$ cat src/rtl/weight_loader_pkg.sv
// Shared definitions for the layer weight loader: header field layout,
// FSM state type and a header decode helper.
package weight_loader_pkg;

  localparam int LAYER_MSB  = 31;
  localparam int LAYER_LSB  = 24;
  localparam int NEURON_MSB = 23;
  localparam int NEURON_LSB = 16;
  localparam int COUNT_MSB  = 15;
  localparam int COUNT_LSB  = 0;

  typedef enum logic [1:0] {
    ST_IDLE = 2'd0,
    ST_LOAD = 2'd1,
    ST_SKIP = 2'd2,
    ST_DONE = 2'd3
  } state_t;

  typedef struct packed {
    logic [7:0]  layer;
    logic [7:0]  neuron;
    logic [15:0] count;
  } hdr_t;

  function automatic hdr_t decode_hdr(input logic [31:0] w);
    hdr_t h;
    h.layer  = w[LAYER_MSB:LAYER_LSB];
    h.neuron = w[NEURON_MSB:NEURON_LSB];
    h.count  = w[COUNT_MSB:COUNT_LSB];
    return h;
  endfunction

endpackage

$ cat src/rtl/weight_loader.sv
// Config-stream to weight-memory write feeder for one layer: decodes
// header-tagged bursts and drives one neuron memory write per accepted word.
module weight_loader
  import weight_loader_pkg::*;
#(
  parameter int layerNo      = 1,
  parameter int numNeurons   = 30,
  parameter int numWeight    = 784,
  parameter int addressWidth = 10,
  parameter int dataWidth    = 16
) (
  input  logic                    clk,
  input  logic                    rst,
  input  logic                    cfg_valid,
  output logic                    cfg_ready,
  input  logic [31:0]             cfg_data,
  output logic [numNeurons-1:0]   w_en,
  output logic [addressWidth-1:0] w_addr,
  output logic [dataWidth-1:0]    w_data,
  output logic                    load_done,
  output logic                    load_err
);

  localparam logic [7:0]            LAYER_ID = 8'(layerNo);
  localparam logic [7:0]            NUM_N    = 8'(numNeurons);
  localparam logic [addressWidth:0] NUM_W    = (addressWidth+1)'(numWeight);
  localparam logic [numNeurons-1:0] ONE      = {{(numNeurons-1){1'b0}}, 1'b1};

  state_t                state, state_nx;
  logic [15:0]           cnt, cnt_nx;
  logic [addressWidth:0] addr, addr_nx;
  logic [7:0]            neuron, neuron_nx;
  logic                  wr, err_set, take;
  hdr_t                  hdr;

  assign hdr       = decode_hdr(cfg_data);
  assign cfg_ready = !rst && (state != ST_DONE);
  assign take      = cfg_valid && cfg_ready;

  always_comb begin
    state_nx  = state;
    cnt_nx    = cnt;
    addr_nx   = addr;
    neuron_nx = neuron;
    wr        = 1'b0;
    err_set   = 1'b0;
    case (state)
      ST_IDLE: if (take) begin
        if (hdr.count == 16'd0) begin
          state_nx = ST_DONE;
        end else if (hdr.layer == LAYER_ID && hdr.neuron < NUM_N) begin
          neuron_nx = hdr.neuron;
          cnt_nx    = hdr.count;
          addr_nx   = '0;
          state_nx  = ST_LOAD;
        end else begin
          cnt_nx   = hdr.count;
          err_set  = (hdr.layer == LAYER_ID);
          state_nx = ST_SKIP;
        end
      end
      ST_LOAD: if (take) begin
        wr      = (addr < NUM_W);
        err_set = !wr;
        // Address saturates at numWeight so every later word stays flagged.
        if (wr) addr_nx = addr + 1'b1;
        cnt_nx = cnt - 1'b1;
        if (cnt == 16'd1) state_nx = ST_DONE;
      end
      ST_SKIP: if (take) begin
        cnt_nx = cnt - 1'b1;
        if (cnt == 16'd1) state_nx = ST_DONE;
      end
      ST_DONE: state_nx = ST_IDLE;
      default: state_nx = ST_IDLE;
    endcase
  end

  always_ff @(posedge clk or posedge rst) begin
    if (rst) begin
      state     <= ST_IDLE;
      cnt       <= '0;
      addr      <= '0;
      neuron    <= '0;
      w_en      <= '0;
      w_addr    <= '0;
      w_data    <= '0;
      load_done <= 1'b0;
      load_err  <= 1'b0;
    end else begin
      state     <= state_nx;
      cnt       <= cnt_nx;
      addr      <= addr_nx;
      neuron    <= neuron_nx;
      w_en      <= wr ? (ONE << neuron) : '0;
      if (wr) begin
        w_addr <= addr[addressWidth-1:0];
        w_data <= cfg_data[dataWidth-1:0];
      end
      load_done <= (state_nx == ST_DONE);
      if (err_set) load_err <= 1'b1;
    end
  end

endmodule

$ cat config.mk
export PLATFORM = sky130hd
export DESIGN_NAME = weight_loader
export DESIGN_NICKNAME = d
export VERILOG_FILES = /design/src/rtl/weight_loader_pkg.sv /design/src/rtl/weight_loader.sv
export SDC_FILE = /design/constraint.sdc
export NUM_CORES = 1
export LEC_CHECK = 0
export ABC_AREA = 1
export CORE_MARGIN = 3
export CORE_UTILIZATION = 51
export CTS_CLUSTER_SIZE = 8
export DETAILED_ROUTE_END_ITERATION = 6
export GPL_ROUTABILITY_DRIVEN = 1
export PLACE_DENSITY = 0.8
export SLEW_MARGIN = 20
export SYNTH_ARGS = -nofsm -noshare
export SYNTH_HDL_FRONTEND = slang
export SYNTH_SLANG_ARGS = --single-unit
$ cat constraint.sdc
create_clock -name clk -period 4.62 [get_ports clk]
set_clock_uncertainty 0.15 [all_clocks]
set_input_delay 0.924 -clock clk [delete_from_list [all_inputs] [get_ports clk]]
set_output_delay 0.924 -clock clk [all_outputs]
set_load 0.03 [all_outputs]
Word level (Yosys, flattened, before mapping)
Index checks and enable logic that the tools add are counted.

operators by class
  shift-type cells = 1
  eq/ne operators = 13
  $add $sub $neg = 2
  muxes and demuxes = 24
  bitwise logic cells = 1
  reductions and logical operators = 13
  $lt $le $gt $ge = 2

operators by type and width
  cell                                                          count
  two-way mux 11 bit                                            5
  two-way mux 16 bit                                            3
  one-hot mux 16 bit (2 select lines)                           1
  two-way mux 30 bit                                            1
  << shifter 1 x 8 -> 30 bit, first input constant              1
  one-hot mux 11 bit (2 select lines)                           1
  == test 16 x 1 -> 1 bit, second input constant                1
  logical NOT 16 bit                                            1
  subtractor 16 x 1 -> 16 bit, second input constant            1
  inequality test 2 bit, second input constant                  6
  adder 11 x 1 -> 11 bit, second input constant                 1
  less-than comparator 11 x 10 -> 1 bit, second input constant  1
  two-way mux 2 bit                                             5
  == test 8 x 1 -> 1 bit, second input constant                 1
  less-than comparator 8 x 5 -> 1 bit, second input constant    1
  AND reduction 4 bit                                           2
  == test 2 bit, second input constant                          3
  two-way mux 1 bit                                             6
  one-hot mux 2 bit (3 select lines)                            1
  AND reduction 6 bit                                           1
  nonzero test 2 bit                                            2
  logical AND 1 bit                                             3
  == test 2 x 1 -> 1 bit, second input constant                 1
  logical NOT 1 bit                                             2
  5 further kinds                                               5

storage, ports and cells
  register bits after elaboration = 95
  output and inout port bits = 59
  logic and storage cells = 65

Longest topological paths before layout
Gate-level depths: netlist (run 1).

  depth after elaboration = 7
  mapped depth = 10
  depth with buffers taken out = 10

Least setup slack after synthesis (run 1)
No wires, ideal clock.

  path kind = input port to flip-flop
  start = in rst
  end = reg addr[0]
  stages = 8
  arrival time = 2.040 ns
  setup time = 0.117 ns
  setup slack = 2.313 ns
  cells stage by stage = nor2_2 > nand2_1 > inv_2 > nand3_1 > nand2_1 > nand2_1 > nand2_1 > nand2_1

on the way
  word-level cells in the longest chain between the ends = 5
  elaborated cells on any way between the ends = 6
  classes of those cells = 2 x eq/ne; 4 x reduce/logical

RTL lines
  element                            line                 source
  start: declaration                 weight_loader.sv:13  input logic rst,
  logical NOT 1 bit (no line) (*)    --
  logical AND 1 bit (*)              weight_loader.sv:37  assign cfg_ready = !rst && (state != ST_DONE);
  logical AND 1 bit (*)              weight_loader.sv:38  assign take = cfg_valid && cfg_ready;
  inequality test 2 bit (no line)    --
  AND reduction 6 bit (no line) (*)  --
  end signal: assignment             weight_loader.sv:93  addr <= addr_nx;
  end: declaration                   weight_loader.sv:31  logic [addressWidth:0] addr, addr_nx;

Every way passes the cells marked *; elsewhere a longest branch is shown, timed or not.
A chain may end at the register's enable or synchronous reset.

Worst setup path after layout (run 1)
  start = in rst
  end = out cfg_ready

on the way
  word-level cells in the longest chain between the ends = 2

RTL lines
  element                      line                 source
  logical NOT 1 bit (no line)  --
  logical AND 1 bit            weight_loader.sv:37
  end: declaration             weight_loader.sv:15  output logic cfg_ready,

Every way passes these cells.

==> impl_metrics.csv, run 1 <==
group,metric,value,unit
status,status,"finished, final reports clean",
placed_design,dp.cells,774,
power_and_ir_drop,p_leak,2.75,nW
floorplanning,die_w,101,um
sta,timing.final.crit_share,70.6,%
sta,period_needed,3260,ps
routing,drt-total-wl,11100,um
sta,worstMarginPinSlew,882,ps
clock_tree,path_clk_slew,100,ps
placed_design,pre_cts_ws,1280,ps
critical_path,cp.arrival,2190,ps
yosys,yosys_warnings,0,
clock_tree,clk-insertion-delay-late,370,ps
yosys,synth-edff-count,0,
routing,drcViolationCount,0,
floorplanning,coreArea,0.00846,mm2
yosys,synth_async_sr_flop_share,100,%
critical_path,critPathCaptureType,"output pin",
placed_design,gp_congestion,0.851,
routing,via_count,4063,
global_routing,gr-usage-all-layers,22.4,%
critical_path,cp-startpoint,"rst",
finish,final_layout_size_suffix_gt1_share,5.26,%
critical_path,critPathKind,"primary input to output pin",
critical_path,reg2reg_depth,9,
sta,timing.setup.tns,0,ps
critical_path,worstSetupStartpointType,"primary input",
clock_tree,cts_tree,"yes",
yosys,synth_top_area_share,52.1,%
finish,area_delta_synth_final,27.0,%
routing,wl_per_cell,14.0,um
yosys,syn_area,0.00457,mm2
placed_design,dp_hpwl,8080,um
floorplanning,die_height,101,um
global_routing,grt_max_degree,47,
yosys,synth.net_count,629,
critical_path,r2r_start,"state[0]",
job,drv_cap,0,
floorplanning,die_area,0.0101,mm2
finish,nFillCells,682,
power_and_ir_drop,p_sw,1.17,mW
finish,antenna_cells,0,
power_and_ir_drop,p_per_area,483,mW/mm2
routing,drtIter0Drc,210,
clock_tree,numClockSinks,95,
yosys,ys_types,30,
sta,max_freq,307,MHz
yosys,ys_seq_area_share,52.1,%
power_and_ir_drop,clockPowerShare,21.2,%
finish,layout_common_cells,"nand2_1, dfrtp_1, nor2_1, clkdlybuf4s50_1, inv_1",
yosys,yosysTopAreaCell,"dfrtp_1",
routing,highest-signal-layer,"met4",
floorplanning,rows,33,
clock_tree,h-tree-depth,3,
routing,wl_met2,5430,um
global_routing,antenna_found_initial,0,
yosys,ys_top_cells_by_area,"dfrtp_1, nand2_1, nor2_1",
sta,setup_viol,0,
finish,stdcell_count,790,
sta,hold-worst-slack,342,ps
sta,fin_ws,1360,ps
clock_tree,cts_buffer_depth,2,
finish,nets,721,
clock_tree,postCtsHoldBufs,0,
sta,hold_violations,0,
power_and_ir_drop,peakVddDrop,0.257,mV
sta,grt_setup_unrepaired,"no",
yosys,ys_ff_latch,95,
clock_tree,cts_resized,0,
routing,drtAntennaViolNets,0,
clock_tree,root_buffer,"clkbuf_8",
power_and_ir_drop,intPower,1.63,mW
critical_path,cp_max_fo,2,
yosys,synth_ff_type,"dfrtp_1",
critical_path,crit-reg2reg-capture,"cnt[7]",
global_routing,overflow,0,
min_path,hold_start,"w_addr[7]",
finish,final_area,0.00580,mm2
clock_tree,cts-buffers-inserted,9,
clock_tree,post_cts_buffers,0,
critical_path,cp_data_required_time,3550,ps
power_and_ir_drop,sw_frac_of_total,41.7,%
sta,slew_viol_final,0,
placed_design,place_area,0.00558,mm2
power_and_ir_drop,power_frac_seq,39.6,%
floorplanning,ios,94,
routing,firstDrtPassIters,5,
critical_path,endpoint,"cfg_ready",
floorplanning,initial_core_util,54.0,%
min_path,hp-class,"flop to flop",
yosys,avgSynthCellArea,7.77,um2
global_routing,grt_pass1_wl,18000,um
global_routing,grt_pass1_vias,3854,
critical_path,r2r_slack,1410,ps
routing,viasPerCell,5.14,
finish,final_common_cell,"nand2_1",
sta,relSlewSlack,41.1,%
placed_design,port_buffers,93,
routing,m1WireLength,4840,um
routing,wl_met3,668,um
yosys,syn_inst,588,
power_and_ir_drop,power_frac_comb,39.1,%
power groups by stage:
stage	combinational [mW]	sequential (mW)	clock (mW)
global route	1.21	1.13	0.642
finish	1.10	1.11	0.595
CTS	1.09	1.11	0.604
floorplan	0.601	1.25	0
detailed placement	1.08	1.12	0
global placement	1.05	1.11	0
worst min-delay path by stage:
stage                       to  slack (ps)  cells past startpoint
floorplan            neuron[7]         320                      2
global placement    w_data[13]         320                      2
detailed placement    load_err         320                      1
CTS                 w_data[10]         350                      2
global route         neuron[7]         370                      2
finish               w_addr[7]         340                      2
sequential cells by signal (all words and copies together), names as in the netlist:
register / count
neuron: 8
cnt: 16
load_done: 1
w_en: 30
state: 2
w_addr: 10
w_data: 16
addr: 11
load_err: 1
critical path, stage by stage:
cell and delay (ps):
clkdlybuf4s50_1 450, nor2_2 130, clkdlybuf4s50_1 690
kinds of logic after synthesis:
group           Yosys count  share of synthesized area [%]
simple gates            335                           30.7
xor+xnor                  6                           1.15
buf+inv                  90                           7.78
flops                    95                           52.1
fa+ha+maj                 6                           1.64
compound gates           56                           6.63
stage by stage:
stage | power [mW] | util (%)
finish | 2.80 | 68.5
global route | 2.98 | 68.5
CTS | 2.80 | 68.5
detailed placement | 2.20 | 65.9
global placement | 2.16 | 65.9
floorplan | 1.85 | -
Yosys cell counts (2+ instances only):
library cell  count
clkbuf_1          6
nand3_1          48
buf_2             5
dfrtp_1          95
a21oi_1           2
nand3_2           2
xor2_1            5
inv_2             5
nand3_4           2
inv_1            70
ha_1              6
nor2_1           93
nor2_2            3
nand2_1         181
o21ai_0          50
area by class of cell:
| cell class | instances | area [um2] | share of cell area [%] |
|---|---|---|---|
| Sequential cell | 95 | 2380 | 41.0 |
| Multi-Input combinational cell | 403 | 1830 | 31.6 |
| Timing Repair Buffer | 95 | 946 | 16.3 |
| Inverter | 76 | 287 | 4.94 |
| Tap cell | 105 | 131 | 2.27 |
| Clock buffer | 9 | 124 | 2.14 |
| Clock inverter | 7 | 100 | 1.73 |
per-layer routing:
layer	track usage, %	up-vias
met4	6.01	0
li1	-	1997
met2	37.4	147
met1	30.3	1906
met5	0	-
met3	3.88	13
Power figures use the tool's default switching activity.
==> run 2, diff against run 1 <==
- CORE_UTILIZATION: 51 -> 46
- PLACE_DENSITY: 0.8 -> 0.76
- clock period: 4.62 -> 2.7 ns (I/O delays scaled with it)
==> impl_metrics.csv, run 2 (same netlist as run 1, synthesis figures left out) <==
group,metric,value,unit
placed_design,gp_congestion,0.900,
global_routing,overflow,0,
clock_tree,post_cts_buffers,0,
routing,firstDrtPassIters,4,
routing,wl_per_cell,13.2,um
clock_tree,postCtsHoldBufs,0,
finish,top_regs,"w_en: 30 flops, cnt: 16 flops, w_data: 16 flops",
routing,drtAntennaViolNets,0,
sta,grt_setup_unrepaired,"no",
finish,layout_common_cells,"nand2_1, dfrtp_1, nor2_1, clkdlybuf4s50_1, inv_1",
sta,hold-worst-slack,338,ps
critical_path,critPathKind,"primary input to output pin",
floorplanning,die_height,106,um
floorplanning,ios,94,
clock_tree,cts_tree,"yes",
finish,nets,729,
min_path,hold-path-cell-count,1,
placed_design,dp_hpwl,8170,um
routing,via_count,4020,
routing,drt-total-wl,10800,um
global_routing,met1_usage,26.3,%
global_routing,busiest_layer,"met2",
routing,drtIter0Drc,193,
critical_path,cp_data_required_time,2010,ps
sta,relSlewSlack,68.0,%
clock_tree,root_buffer,"clkbuf_8",
finish,register_area,0.00238,mm2
finish,antenna_cells,0,
critical_path,r2r_slack,580,ps
finish,final_layout_size_suffix_gt1_share,6.35,%
sta,worstMarginPinSlew,479,ps
power_and_ir_drop,finalPower,4.82,mW
finish,area_delta_synth_final,29.2,%
global_routing,grt_max_degree,33,
clock_tree,path_clk_slew,100,ps
clock_tree,numClockSinks,95,
finish,fin_util,62.4,%
finish,final_common_cell,"nand2_1",
placed_design,place_area,0.00568,mm2
critical_path,crit-reg2reg-capture,"cnt[2]",
routing,drcViolationCount,0,
sta,timing.final.crit_share,92.2,%
finish,regMostFlops,"w_en",
finish,nFillCells,858,
clock_tree,cts_resized,0,
sta,hold_violations,0,
job,drv_cap,0,
status,status,"finished, final reports clean",
global_routing,gr-usage-all-layers,19.9,%
floorplanning,die_area,0.0112,mm2
placed_design,port_buffers,93,
critical_path,cp_max_fo,2,
power_and_ir_drop,p_leak,2.79,nW
power_and_ir_drop,p_per_area,817,mW/mm2
global_routing,antenna_found_initial,0,
clock_tree,cts-buffers-inserted,9,
finish,largest_register_ffs,30,
global_routing,use_met2,33.9,%
floorplanning,initial_core_util,48.3,%
clock_tree,h-tree-depth,3,
global_routing,grt_pass1_wl,18100,um
sta,slew_viol_final,0,
min_path,hp-class,"flop to flop",
critical_path,r2r_start,"state[0]",
critical_path,worstSetupStartpointType,"primary input",
clock_tree,clk-insertion-delay-late,370,ps
finish,multi_input_area,0.00183,mm2
critical_path,cp.arrival,1800,ps
sta,timing.setup.tns,0,ps
global_routing,use_met3,3.37,%
sta,period_needed,2490,ps
finish,final_area,0.00590,mm2
global_routing,grt_pass1_vias,3844,
clock_tree,cts_buffer_depth,2,
min_path,whs_endpoint,"load_err",
critical_path,reg2reg_depth,10,
sta,max_freq,402,MHz
floorplanning,rows,35,
sta,setup_viol,0,
floorplanning,die_w,106,um
routing,viasPerCell,4.89,
floorplanning,coreArea,0.00946,mm2
critical_path,critPathCaptureType,"output pin",
power_and_ir_drop,peakVddDrop,0.375,mV
min_path,hold_start,"load_err",
run 2: stage by stage:
step,worst slack [ps],instances
after CTS,190,822
final,212,822
after global placement,213,806
after floorplan,710,588
after global routing,157,822
after detailed placement,201,806
run 2: routing by layer:
layer  vias to the layer above  routed length [um]
met2                       123                5320
met3                        10                 618
met4                         0                  88
li1                       2007                   -
met5                         -                   0
met1                      1880                4780
run 2: worst max-delay path by stage:
stage	slack, ps	cells past startpoint	end	from
final	210	3	cfg_ready	rst
after global routing	160	3	cfg_ready	state[0]
after CTS	190	3	cfg_ready	state[0]
after detailed placement	200	3	cfg_ready	rst
after global placement	210	3	cfg_ready	rst
after floorplan	710	9	addr[0]	state[0]
run 2: layout make-up:
type                    count  area share, %
flip-flops and latches     95           40.3
repair buffers            103           17.3
inverters                  76           4.90
multi-input cells         403           31.1
clock buffers               9           2.10
well taps                 129           2.73
clock inverters             7           1.65
run 2: critical path, cell delays in order:
cell,delay [ps]
clkdlybuf4s50_1,460
nor2_2,120
clkdlybuf4s50_1,680
run 2: power breakdown:
part	internal [mW]	leakage, nW	switching, mW
clock	0.460	0.113	0.563
sequential	1.69	1.23	0.191
combinational	0.689	1.44	1.23
total	2.84	2.79	1.99
==> run 3, diff against run 2 <==
- GPL_ROUTABILITY_DRIVEN: 1 -> 0
==> results of run 3 <==
No change in the layout: final DEF, timing and power equal those of run 2.
